[src/rtl/cpu_pkg.sv]
// Shared core constants and register/word typedefs used by the writeback arbiter.
package cpu_pkg;
    localparam int DW         = 32;
    localparam int AW         = 5;
    localparam int NUM_REGS   = 2 ** AW;
    localparam int STARVE_MAX = 4;

    typedef logic [AW-1:0] reg_addr_t;
    typedef logic [DW-1:0] word_t;
endpackage

[src/rtl/md_result_buf.sv]
// One-entry holding register for mul/div results awaiting a register file write slot.
module md_result_buf #(
    parameter int DW = cpu_pkg::DW,
    parameter int AW = cpu_pkg::AW
) (
    input  logic          clk,
    input  logic          rst_n,
    input  logic          in_valid,
    output logic          in_ready,
    input  logic [AW-1:0] in_addr,
    input  logic [DW-1:0] in_data,
    input  logic          drain,
    output logic          buf_valid,
    output logic [AW-1:0] buf_addr,
    output logic [DW-1:0] buf_data
);
    // Handshake: a result transfers on a rising edge where in_valid && in_ready.
    // The producer keeps in_addr/in_data stable while in_valid is high and
    // in_ready is low. in_ready never depends on in_valid, and a draining entry
    // frees the slot in the same cycle so results can stream one per cycle.
    logic accept;

    assign in_ready = !buf_valid || drain;
    assign accept   = in_valid && in_ready;

    always_ff @(posedge clk or negedge rst_n) begin
        if (!rst_n) begin
            buf_valid <= 1'b0;
            buf_addr  <= '0;
            buf_data  <= '0;
        end else if (accept) begin
            buf_valid <= 1'b1;
            buf_addr  <= in_addr;
            buf_data  <= in_data;
        end else if (drain) begin
            buf_valid <= 1'b0;
        end
    end
endmodule

[src/rtl/regfile_wb_arbiter.sv]
// Shares the register file write port between the WB stage and the mul/div unit,
// with a starvation-bounded result buffer and a pending-destination scoreboard.
module regfile_wb_arbiter #(
    parameter int DW         = cpu_pkg::DW,
    parameter int AW         = cpu_pkg::AW,
    parameter int STARVE_MAX = cpu_pkg::STARVE_MAX
) (
    input  logic          clk,
    input  logic          rst_n,
    input  logic          pipe_we,
    input  logic [AW-1:0] pipe_waddr,
    input  logic [DW-1:0] pipe_wdata,
    input  logic          md_valid,
    output logic          md_ready,
    input  logic [AW-1:0] md_waddr,
    input  logic [DW-1:0] md_wdata,
    input  logic          md_issue,
    input  logic [AW-1:0] md_issue_rd,
    input  logic [AW-1:0] dec_rs,
    input  logic [AW-1:0] dec_rt,
    input  logic          dec_uses_rs,
    input  logic          dec_uses_rt,
    input  logic [AW-1:0] dec_rd,
    input  logic          dec_writes,
    output logic          dec_stall,
    output logic          pipe_hold,
    output logic          rf_we,
    output logic [AW-1:0] rf_waddr,
    output logic [DW-1:0] rf_wdata
);
    localparam int NUM_REGS = 2 ** AW;
    localparam int CW       = $clog2(STARVE_MAX + 1);

    logic                buf_valid;
    logic [AW-1:0]       buf_addr;
    logic [DW-1:0]       buf_data;
    logic                pipe_req;
    logic                force_drain;
    logic                drain;
    logic [CW-1:0]       cnt;
    logic [NUM_REGS-1:0] pending;
    logic [NUM_REGS-1:0] pending_nxt;

    md_result_buf #(.DW(DW), .AW(AW)) u_buf (
        .clk       (clk),
        .rst_n     (rst_n),
        .in_valid  (md_valid),
        .in_ready  (md_ready),
        .in_addr   (md_waddr),
        .in_data   (md_wdata),
        .drain     (drain),
        .buf_valid (buf_valid),
        .buf_addr  (buf_addr),
        .buf_data  (buf_data)
    );

    assign pipe_req    = pipe_we && (pipe_waddr != '0);
    assign force_drain = buf_valid && (cnt == CW'(STARVE_MAX));
    assign drain       = buf_valid && (!pipe_req || force_drain);
    assign pipe_hold   = force_drain && pipe_req;

    // A drained r0 result still frees the buffer but never writes the file.
    always_comb begin
        rf_we    = pipe_req;
        rf_waddr = pipe_waddr;
        rf_wdata = pipe_wdata;
        if (drain) begin
            rf_we    = (buf_addr != '0);
            rf_waddr = buf_addr;
            rf_wdata = buf_data;
        end
    end

    always_ff @(posedge clk or negedge rst_n) begin
        if (!rst_n) begin
            cnt <= '0;
        end else if (!buf_valid || drain) begin
            cnt <= '0;
        end else if (cnt != CW'(STARVE_MAX)) begin
            cnt <= cnt + CW'(1);
        end
    end

    // Issue is applied after the drain clear so a re-issued destination stays pending.
    always_comb begin
        pending_nxt = pending;
        if (drain) begin
            pending_nxt[buf_addr] = 1'b0;
        end
        if (md_issue && (md_issue_rd != '0)) begin
            pending_nxt[md_issue_rd] = 1'b1;
        end
        pending_nxt[0] = 1'b0;
    end

    always_ff @(posedge clk or negedge rst_n) begin
        if (!rst_n) begin
            pending <= '0;
        end else begin
            pending <= pending_nxt;
        end
    end

    assign dec_stall = (dec_uses_rs && pending[dec_rs])
                    || (dec_uses_rt && pending[dec_rt])
                    || (dec_writes  && pending[dec_rd]);
endmodule

[config.mk]
export PLATFORM = sky130hd
export DESIGN_NAME = regfile_wb_arbiter
export DESIGN_NICKNAME = d
export VERILOG_FILES = /design/src/rtl/cpu_pkg.sv /design/src/rtl/md_result_buf.sv /design/src/rtl/regfile_wb_arbiter.sv
export SDC_FILE = /design/constraint.sdc
export NUM_CORES = 1
export LEC_CHECK = 0
export ABC_AREA = 1
export BUFFER_PORTS_ARGS = -buffer_cell sky130_fd_sc_hd__buf_2
export CORE_UTILIZATION = 40
export DETAILED_ROUTE_END_ITERATION = 10
export PLACE_DENSITY_LB_ADDON = 0.05
export SLEW_MARGIN = 20
export SYNTH_ARGS = -nofsm -noshare
export SYNTH_HDL_FRONTEND = slang
export SYNTH_HIERARCHICAL = 1
export SYNTH_SLANG_ARGS = --single-unit
[constraint.sdc]
create_clock -name clk -period 2 [get_ports clk]
set_input_delay 0.2 -clock clk [delete_from_list [all_inputs] [get_ports clk]]
set_output_delay 0.2 -clock clk [all_outputs]
set_load 0.1 [all_outputs]
# Word-level counts from Yosys, hierarchy flattened
# Index checks and enable logic that the tools add are counted.
# word_totals
reg_bits	72
in_bits	102
out_inout_bits	41
wordCells	59
# classes
addsub	1
order_cmp	7
n_eq_ne	2
n_mux	19
bitwise_logic	3
reduce_logical	22
# op_table
cell	n
32-bit two-way mux	3
32-bit bitwise AND	1
32-bit inverter	1
32-bit bitwise OR	1
5-bit by 6-bit less-than comparator with 1-bit output (second input constant)	5
1-bit binary-select mux with 5-bit select	3
5-bit nonzero test	3
1-bit logical AND	11
1-bit demux with 5-bit select	2
5-bit by 1-bit greater-or-equal comparator with 1-bit output (second input constant)	2
1-bit two-way mux	8
3-bit two-way mux	2
5-bit two-way mux	1
1-bit logical OR	4
2-bit nonzero test	2
3-bit by 1-bit adder with 3-bit output (second input constant)	1
3-bit == test (second input constant)	1
3-bit != test (second input constant)	1
1-bit logical NOT	2

# Longest topological paths before layout
# Gate-level depths: netlist of the first run.
# logic_depth
word_depth	9
depth_mapped	14
ltp_nobuf	11

# By module
# Netlist of the first run, hierarchy kept.
# modules_own_cells
mod	instances	cells_per_inst	area_each_um2	seq_area_each_um2
regfile_wb_arbiter	1	558	3115.5	850.8
md_result_buf	1	165	1521.5	950.9

# Least setup slack after synthesis of the first run
# No wires, ideal clock.
# synth_timing
path_type	reg2out
start	register cnt[0]
end	output port rf_waddr[0]
t_arrival_ps	3154
t_required_ps	1800
path_slack_ps	-1354
path_stages_with_launch	8
n_path_buf	1
cell_sequence	dfrtp_1 -> inv_1 -> ha_1 -> nand3_1 -> nand3_2 -> nand2_2 -> buf_2 -> o21ai_0
# synth_via
elab_chain_cells	5
# synth_rtl
item	line	source
start: declaration	regfile_wb_arbiter.sv:40	logic [CW-1:0] cnt;
start signal: assignment	regfile_wb_arbiter.sv:80	cnt <= cnt + CW'(1);
3-bit == test	regfile_wb_arbiter.sv:58	assign force_drain = buf_valid && (cnt == CW'(STARVE_MAX));
1-bit logical AND	regfile_wb_arbiter.sv:58	
1-bit logical OR	regfile_wb_arbiter.sv:59	assign drain = buf_valid && (!pipe_req || force_drain);
1-bit logical AND	regfile_wb_arbiter.sv:59	
5-bit two-way mux	regfile_wb_arbiter.sv:67	if (drain) begin
end: declaration	regfile_wb_arbiter.sv:28	output logic [AW-1:0] rf_waddr,
# Every way passes these cells.

# Final worst setup path of the first run
# layout_timing
start	register cnt[1]
end	output port rf_wdata[16]
# layout_via
elab_chain_cells	5
# layout_rtl
item	line	source
3-bit == test	regfile_wb_arbiter.sv:58	
1-bit logical AND	regfile_wb_arbiter.sv:58	
1-bit logical OR	regfile_wb_arbiter.sv:59	
1-bit logical AND	regfile_wb_arbiter.sv:59	
32-bit two-way mux	regfile_wb_arbiter.sv:67	
end: declaration	regfile_wb_arbiter.sv:29	output logic [DW-1:0] rf_wdata
# Every way passes these cells.

==> metrics.log, run 1 <==
[metrics] fraction of the cycle the final worst path needs: 99.95%
[metrics] chip height: 109.7 µm
[metrics] Register-to-Register Path Depth: 13
[metrics] Non-Filler Instances: 1019
[metrics] final number of setup-violating endpoints: 0
[metrics] wire length of the first global-routing pass: 24830 µm
[metrics] flops & latches, synth: 72
[metrics] Critical Path Slowest Stage Cell: dfrtp_1
[metrics] Max transition margin: 66.55%
[metrics] register-to-register path setup slack: 190 ps
[metrics] cts bufs inserted: 9
[metrics] Num Clock Sinks: 72
[metrics] post-place setup slack: 63.48 ps
[metrics] Worst Path Class, Setup: flop to output port
[metrics] cells along the critical path: inv_2 > ha_4 > nand3_4 > nand3_4 > nand2_8 > clkinv_8 > clkbuf_16 > nand2_2 > nand2_2 > buf_12
[metrics] Final HPWL DP: 10820 µm
[metrics] share of synthesized cell area in full adder, half adder and majority cells: 0.5397%
[metrics] count of filler cells inserted in the layout: 1023
[metrics] number of different library cells in the post-synthesis netlist: 26
[metrics] reg-to-reg critical path endpoint: u_buf/buf_data[11]
[metrics] insertion delay to the later sink of the worst-skew pair: 330 ps
[metrics] wirelength, routed: 15580 µm
[metrics] status: finished clean
[metrics] post-DR vias/cell: 5.174
[metrics] worst clock skew on the final layout: 5.637 ps
[metrics] layout cells sized above 1: 30.49%
[metrics] weighted congestion at the end of routability-driven global placement: 0.9075
[metrics] Seq/Total Area, Yosys: 38.86%
[metrics] clock tree from TritonCTS: done
[metrics] Yosys warning total: 6
[metrics] Total Routing Usage GR: 27.00%
[metrics] antenna cell count: 0
[metrics] share of cell area taken by muxes after synthesis: 0%
[metrics] RSZ-0062 raised after global routing: true
[metrics] worst supply voltage drop on vdd: 1176 µV
[metrics] placeable core area: 11080 µm²
[metrics] Clock Root Buffer: clkbuf_16
[metrics] Setup crit end kind: output port
[metrics] Fmax achieved: 500.3 MHz
[metrics] synthesized-area fraction occupied by ao, oa, aoi and oai cells: 7.717%
[metrics] global route total overflow: 0
[metrics] die area: 12030 µm²
[metrics] max-cap violation count: 0
[metrics] pin count of the biggest net entering global routing: 73
[metrics] horizontal die dimension: 109.7 µm
[metrics] number of top-level pins: 143
[metrics] Max clock buf depth: 2
[metrics] delay of the slowest cell on the worst path: 390 ps
[metrics] mean instance size in the synthesized netlist: 6.413 µm²
[metrics] initial antenna violation count: 0
[metrics] final hold violations: 0
[metrics] Post-Syn Instances: 723
[metrics] final cell utilization of the core: 63.12%
[metrics] DRC violation count after routing: 0
[metrics] via count of the first global-routing pass: 5021
[metrics] largest family of logic cells by synthesized area: simple AND/OR/NAND/NOR gates
[metrics] count of buffers from port buffering: 142
[metrics] simple-gate portion of the synthesized area: 42.93%
[metrics] total placed cells including tap cells: 986
[metrics] Netlist Area Pre-Place: 4637 µm²
[metrics] static leakage: 0.003675 µW
[metrics] detailed-route wire length per cell: 15.29 µm
[metrics] number of nets with antenna violations after routing: 0
[metrics] max-slew violation count: 0
[metrics] number of DRC markers in iteration 0: 498
[metrics] number of nets in the finished design: 978
[metrics] maximum fanout along the worst path: 8
[metrics] shortest clock period the worst path allows after layout: 1999 ps
[metrics] beginning of the critical path: cnt[1]
[metrics] Initial Util: 41.86%
[metrics] Power Dens Cells: 1616 nW/µm²
[metrics] layout-stage area growth over the synthesis result: 50.81%
[metrics] Clock transition at path regs: 60 ps
[metrics] worst setup slack after layout: 1.012 ps
[metrics] # rows: 38
[metrics] worst endpoint required time: 1800 ps
[metrics] number of nets in the synthesized netlist: 827
[metrics] detailed-routing iteration count for the pre-antenna-repair pass: 5
[metrics] type of the most critical hold path: input pin to flop
[metrics] Worst Hold Margin: 92.83 ps
[metrics] total number of vias: 5272
[metrics] start of the worst register-to-register path: cnt[1]
[metrics] fraction of synthesized cell area in xor and xnor cells: 0.1889%
[metrics] critical path data arrival time: 1800 ps
[metrics] startpoint types: flop
[metrics] Setup crit end: rf_wdata[16]
[metrics] transition time at the pin with the least slew margin: 505.3 ps
[metrics] number of H-tree branching levels: 3
## where the power goes
part / leakage (µW) / internal, µW / total (µW) / switching, µW
Combinational: 0.00265 / 2350 / 6700 / 4350
Clock: 0.000152 / 1120 / 1730 / 604
Sequential: 0.000876 / 2150 / 2880 / 727
## flip-flops by register name (all words and copies together) (netlist names)
name and flops:
pending 31, u_buf/buf_valid 1, u_buf/buf_addr 5, u_buf/buf_data 32
cnt 3
## routing by layer
metal,wire [µm],global-route usage [%]
met2,7256,43.26
met5,0,0
met4,270,8.000
met1,7132,37.24
met3,922,4.801
## timing repair
action,4_1_cts,5_1_grt
gates resized for setup,39,45
hold endpoints to repair,72,0
endpoints found under the setup margin,38,77
hold buffers,1,0
pin swaps,9,15
gates cloned,4,1
setup buffers,9,6
## cells in the final DEF, fill, tap and decap left out, types with 20 or more instances in the layout
cell type | Yosys | layout
buf_12 | 0 | 46
buf_2 | 18 | 102
buf_4 | 7 | 22
dfrtp_1 | 72 | 71
inv_1 | 61 | 59
nand2_1 | 322 | 263
nand2_2 | 2 | 33
nand2_4 | 0 | 26
nand3_1 | 123 | 119
nor2_1 | 21 | 20
o21ai_0 | 63 | 59
## worst max-delay path: cells and delay by family, from the launching register on
| kind | cells | cell delay [ps] |
|---|---|---|
| flip-flops | 1 | 390 |
| adder cells (fa/ha/maj) | 1 | 130 |
| AND/OR/NAND/NOR | 5 | 420 |
| buffers and inverters | 4 | 510 |
## synthesized netlist by cell type (all sizes together)
master / n / share of area, %
nand2: 324 / 26
nand3: 124 / 13
dfrtp: 72 / 39
inv: 64 / 5.2
o21ai: 64 / 6.9
buf: 30 / 4.1
nor2: 21 / 1.7
nor3: 6 / 0.65
clkbuf: 4 / 0.38
o31ai: 4 / 0.65
ha: 2 / 0.54
nand3b: 2 / 0.32
clkinv: 1 / 0.081
nand4: 1 / 0.14
nor3b: 1 / 0.16
o211ai: 1 / 0.16
or2: 1 / 0.14
xnor2: 1 / 0.19
## cells by family (layout without fill, tap and decap cells)
kind of cell | count (synthesis) | in the layout
and+or+nand+nor | 480 | 480
AOI/OAI and AO/OA | 69 | 69
buffers and inverters | 99 | 255
adders and majority gates | 2 | 2
xor gates and xnor gates | 1 | 1
DFF | 72 | 72
## cell type report
type / count / area (µm²) / area share (%)
clock buffer: 11 / 242.7 / 3.471
clock inverter: 5 / 80.08 / 1.145
inverter: 65 / 259.0 / 3.704
multi-input combinational: 552 / 2783 / 39.79
sequential: 72 / 1803 / 25.78
tap: 140 / 175.2 / 2.505
timing repair buffer: 174 / 1650 / 23.60
## through the flow
stage / TNS (ps) / total power, µW / cell area [µm²]
3_5_place_dp: 0 / 8827 / 6157
4_1_cts: -3869 / 11110 / 6860
5_1_grt: -1013 / 11900 / 6993
3_3_place_gp: 0 / 8729 / 6157
6_report: 0 / 11300 / 6993
2_1_floorplan: -528.9 / 6689 / 4747
## worst min-delay path by stage
stage	from	to	slack (ps)	cells after the start
after floorplan	rst_n	cnt[0]	-100	0
after global placement	rst_n	u_buf/buf_data[16]	260	2
after detailed placement	rst_n	u_buf/buf_data[16]	260	2
after CTS	md_wdata[19]	u_buf/buf_data[19]	90	3
after global routing	md_wdata[0]	u_buf/buf_data[0]	100	3
final	md_wdata[29]	u_buf/buf_data[29]	90	3
(Power assumes the default switching activity.)
==> run 2: changes to the inputs <==
--- a/config.mk
+++ b/config.mk
@@ -5,10 +5,10 @@
 export SDC_FILE = /design/constraint.sdc
 export NUM_CORES = 1
 export LEC_CHECK = 0
-export ABC_AREA = 1
 export BUFFER_PORTS_ARGS = -buffer_cell sky130_fd_sc_hd__buf_2
 export CORE_UTILIZATION = 40
 export DETAILED_ROUTE_END_ITERATION = 10
+export GPL_TIMING_DRIVEN = 0
 export PLACE_DENSITY_LB_ADDON = 0.05
 export SLEW_MARGIN = 20
 export SYNTH_ARGS = -nofsm -noshare
==> run 2 against run 1 <==
Net effect: the flow now finishes with violations (negative setup slack); sequential power is 18% lower; highest routed layer unchanged; critical path depth is 5 lower; cell count is 23% lower; count of clock-buffer cells in the layout is 1 higher; hold slack hardly changed; cell area is 10% higher; synthesized area is 2.6% lower.
==> metrics.log, run 2 <==
[metrics] met2 routed WL: 7931 µm (+9.3%)
[metrics] Final HPWL DP: 9533 µm (-12%)
[metrics] Critical path buffers and inverters: 1 (-3)
[metrics] # rows: 38 (unchanged)
[metrics] Critical Path Slowest Stage Cell: mux4_2
[metrics] horizontal die dimension: 108.3 µm (-1.3%)
[metrics] number of nets in the finished design: 750 (-23%)
[metrics] RSZ-0062 raised after global routing: true
[metrics] post-synth top area share: 39.89% (+1.0 points)
[metrics] Clock Root Buffer: clkbuf_16
[metrics] Setup TNS: -5052 ps (-5052 ps)
[metrics] largest family of logic cells by synthesized area: multiplexers
[metrics] number of different library cells in the post-synthesis netlist: 49 (+88%)
[metrics] total placed cells including tap cells: 737 (-25%)
[metrics] shortest clock period the worst path allows after layout: 2458 ps (+458.6 ps)
[metrics] detailed-route wire length per cell: 19.25 µm (+26%)
[metrics] fraction of the cycle the final worst path needs: 122.9% (+23 points)
[metrics] Async SR Flop Fraction: 100.0% (unchanged)
[metrics] most frequently used cell type in the post-synthesis netlist: nand2_1
[metrics] gate family responsible for the most delay along the worst path: compound AO/OA/AOI/OAI gates
[metrics] status: finished with violations
[metrics] total number of vias: 4359 (-17%)
[metrics] post-DR vias/cell: 5.532 (+6.9%)
[metrics] switching power of the nets: 3100 µW (-45%)
[metrics] count of buffers from port buffering: 136 (-4.2%)
[metrics] wirelength, routed: 15170 µm (-2.7%)
[metrics] share of cell area taken by muxes after synthesis: 22.60% (+23 points)
[metrics] max-cap violation count: 0 (unchanged)
[metrics] clock share of power: 19.5% (+4.2 points)
[metrics] Non-Filler Instances: 788 (-23%)
[metrics] met3 layer wire length in the routed design: 849 µm (-7.9%)
[metrics] final number of setup-violating endpoints: 71 (+71)
[metrics] placeable core area: 10940 µm² (-1.3%)
[metrics] delay of the slowest cell on the worst path: 500 ps (+110 ps)
[metrics] pin count of the biggest net entering global routing: 52 (-29%)
[metrics] Max transition margin: 67.14% (+0.59 points)
[metrics] antenna cell count: 0 (unchanged)
[metrics] wire length of the first global-routing pass: 23100 µm (-6.9%)
[metrics] chip height: 108.3 µm (-1.3%)
[metrics] Post-Syn Instances: 460 (-36%)
[metrics] simple-gate portion of the synthesized area: 20.47% (-22 points)
[metrics] maximum fanout along the worst path: 3 (-5)
[metrics] share of synthesized cell area in full adder, half adder and majority cells: 0.5540% (+0.014 points)
[metrics] Netlist Area Pre-Place: 4517 µm² (-2.6%)
[metrics] top post-synthesis cells by count: nand2_1, dfrtp_1, mux2_4, o21ai_0, nand3_1
[metrics] Hold Startpoint: md_waddr[3]
[metrics] synthesized-area fraction occupied by ao, oa, aoi and oai cells: 11.88% (+4.2 points)
[metrics] CP most frequent cell: o211ai_1
[metrics] detailed-routing iteration count for the pre-antenna-repair pass: 4 (-1)
[metrics] sequential share of power: 31.2% (+5.7 points)
[metrics] Largest register FFs: 32 (unchanged)
[metrics] cells along the critical path: mux4_2 > o211ai_1 > o211ai_1 > a2111o_2 > buf_12
[metrics] worst setup slack after layout: -457.6 ps (-458.6 ps)
[metrics] most used flip-flop cell after synthesis: dfrtp_1
[metrics] Cell Area, Placed: 5708 µm² (-7.3%)
[metrics] Seq/Total Area, Yosys: 39.89% (+1.0 points)
[metrics] static leakage: 0.003712 µW (+1.0%)
[metrics] combinational group share of total power: 49.3% (-10 points)
[metrics] worst supply voltage drop on vdd: 641.2 µV (-45%)
[metrics] initial antenna violation count: 0 (unchanged)
[metrics] Num Clock Sinks: 72 (unchanged)
[metrics] Yosys warning total: 6 (unchanged)
[metrics] layout-stage area growth over the synthesis result: 70.75%
[metrics] switching share of total power: 40.99% (-9.2 points)
[metrics] Total Routing Usage GR: 26.10% (-0.90 points)
[metrics] insertion delay to the later sink of the worst-skew pair: 340 ps (about the same)
[metrics] Initial Util: 41.30% (-0.55 points)
[metrics] Fmax achieved: 406.9 MHz (-19%)
[metrics] mean instance size in the synthesized netlist: 9.819 µm² (+53%)
[metrics] global route total overflow: 0 (unchanged)
[metrics] start of the worst register-to-register path: cnt[0]
[metrics] weighted congestion at the end of routability-driven global placement: 0.8662 (-4.6%)
[metrics] Worst Path Class, Setup: flop to output port
[metrics] via count of the first global-routing pass: 4532 (-9.7%)
[metrics] final design area excluding fillers: 7712 µm² (+10%)
[metrics] worst clock skew on the final layout: 7.870 ps (+2.234 ps)
[metrics] clock tree from TritonCTS: done
[metrics] highest routed metal layer: met4
[metrics] max-slew violation count: 0 (unchanged)
[metrics] layout cells sized above 1: 59.57% (+29 points)
[metrics] cell-internal power: 4462 µW (-21%)
[metrics] die area: 11720 µm² (-2.5%)
[metrics] Post-synth EDFFs: 0 (unchanged)
[metrics] Clock transition at path regs: 60 ps (about the same)
[metrics] Max clock buf depth: 2 (unchanged)
[metrics] wire length on met1: 6142 µm (-14%)
[metrics] Setup crit end kind: output port
[metrics] flops & latches, synth: 72 (unchanged)
[metrics] number of nets in the synthesized netlist: 564 (-32%)
[metrics] transition time at the pin with the least slew margin: 496.3 ps (-8.938 ps)
[metrics] number of DRC markers in iteration 0: 218 (-56%)
[metrics] type of the most critical hold path: input pin to flop
[metrics] violated checks: negative setup slack
[metrics] top register by number of flip-flops: u_buf/buf_data
[metrics] startpoint types: flop
[metrics] number of nets with antenna violations after routing: 0 (unchanged)
[metrics] most common cell after layout, fill and taps aside: buf_2
[metrics] DRC violation count after routing: 0 (unchanged)
[metrics] final hold violations: 0 (unchanged)
[metrics] final cell utilization of the core: 70.53% (+7.4 points)
[metrics] fraction of synthesized cell area in xor and xnor cells: 0.1939% (+0.0050 points)
[metrics] number of top-level pins: 143 (unchanged)
[metrics] Power Dens Cells: 980.4 nW/µm² (-39%)
[metrics] largest registers: u_buf/buf_data (32), pending (31), u_buf/buf_addr (5)
[metrics] cts bufs inserted: 9 (unchanged)
[metrics] post-synth top area cell: dfrtp_1
[metrics] most used cells in the layout excluding fill and tap cells: buf_2, nand2_4, dfrtp_1, buf_12, mux2_4
[metrics] cells taking the most area after synthesis: dfrtp_1, nand2_1, mux2_4, mux4_2, mux2i_1
[metrics] beginning of the critical path: pending[7]
[metrics] critical path data arrival time: 2260 ps (+460 ps)
[metrics] number of H-tree branching levels: 3 (unchanged)
[metrics] worst endpoint required time: 1800 ps (about the same)
[run 2: cell types whose count changed after synthesis, moves of 10 or more]
cell     change
mux4_2      +10
mux2i_1     +21
o21ai_0     -36
nand2_1    -200
mux2_4      +30
nand3_1    -100
mux2_2      +12
nor2_1      -12
inv_1       -55
[run 2: timing repair]
action                                  in CTS  in global routing
endpoints found under the setup margin      77                 74
pin swaps                                   36                 35
hold endpoints to repair                    21                  0
resized for setup                          283                 92
hold buffers                                 1                  0
cloned                                       9                  0
buffers inserted                            28                  8
[run 2: final cells by class]
| type | instances | area, µm² |
|---|---|---|
| fillers | 774 | 3223 |
| repair buffers | 178 | 1869 |
| flip-flops and latches | 72 | 1802 |
| clock buffers | 12 | 256.5 |
| inverters | 7 | 33.78 |
| clock inverters | 1 | 5.005 |
| plain buffers | 23 | 274.0 |
| multi-input cells | 355 | 3297 |
| well taps | 140 | 175.2 |
[run 2: kinds of logic after synthesis]
logic type	after synthesis
DFF	72
adders and majority gates	2
xor gates and xnor gates	1
buffers and inverters	33
muxes	73
AOI/OAI and AO/OA	80
and+or+nand+nor	199
[run 2: worst reg2reg max path: stages (launching register included)]
cell and delay [ps]:
dfrtp_1 380, inv_2 70, ha_4 140, nand2_4 50, o211ai_4 90, nand2_4 120
inv_8 110, buf_8 110, nand2b_4 150, nand2_8 80, buf_12 150, buf_12 130
mux2_4 300
[run 2: power groups by stage]
stage	combinational [µW]	sequential (µW)	clock, µW
2_1_floorplan	2280	2130	0
3_3_place_gp	2710	2290	0
3_5_place_dp	2750	2300	0
4_1_cts	3580	2310	1480
5_1_grt	3910	2420	1570
6_report	3730	2360	1470
[run 2: stage by stage]
step | hold WS (ps) | setup slack (ps) | power (µW)
detailed placement | 119.4 | -451.2 | 5046
finish | 92.86 | -457.6 | 7561
global placement | 433.0 | -421.2 | 4999
global route | 89.83 | -540.7 | 7901
floorplan | -95.59 | -327.3 | 4416
CTS | 87.26 | -473.2 | 7363
[run 2: final timing paths]
kind	end	depth (start not counted)	slack [ps]
min	u_buf/buf_addr[3]	2	90
min reg2reg	u_buf/buf_addr[4]	1	500
max in group asynchronous	u_buf/buf_data[7]	3	1140
min in group asynchronous	cnt[2]	2	300
max reg2reg	u_buf/buf_data[14]	12	-10
max	dec_stall	5	-460
[run 2: metal layers]
| metal | global-route usage (%) | up-vias |
|---|---|---|
| li1 | - | 2029 |
| met1 | 32.01 | 2157 |
| met2 | 45.95 | 152 |
| met3 | 5.485 | 21 |
| met4 | 7.722 | 0 |
| met5 | 0 | - |
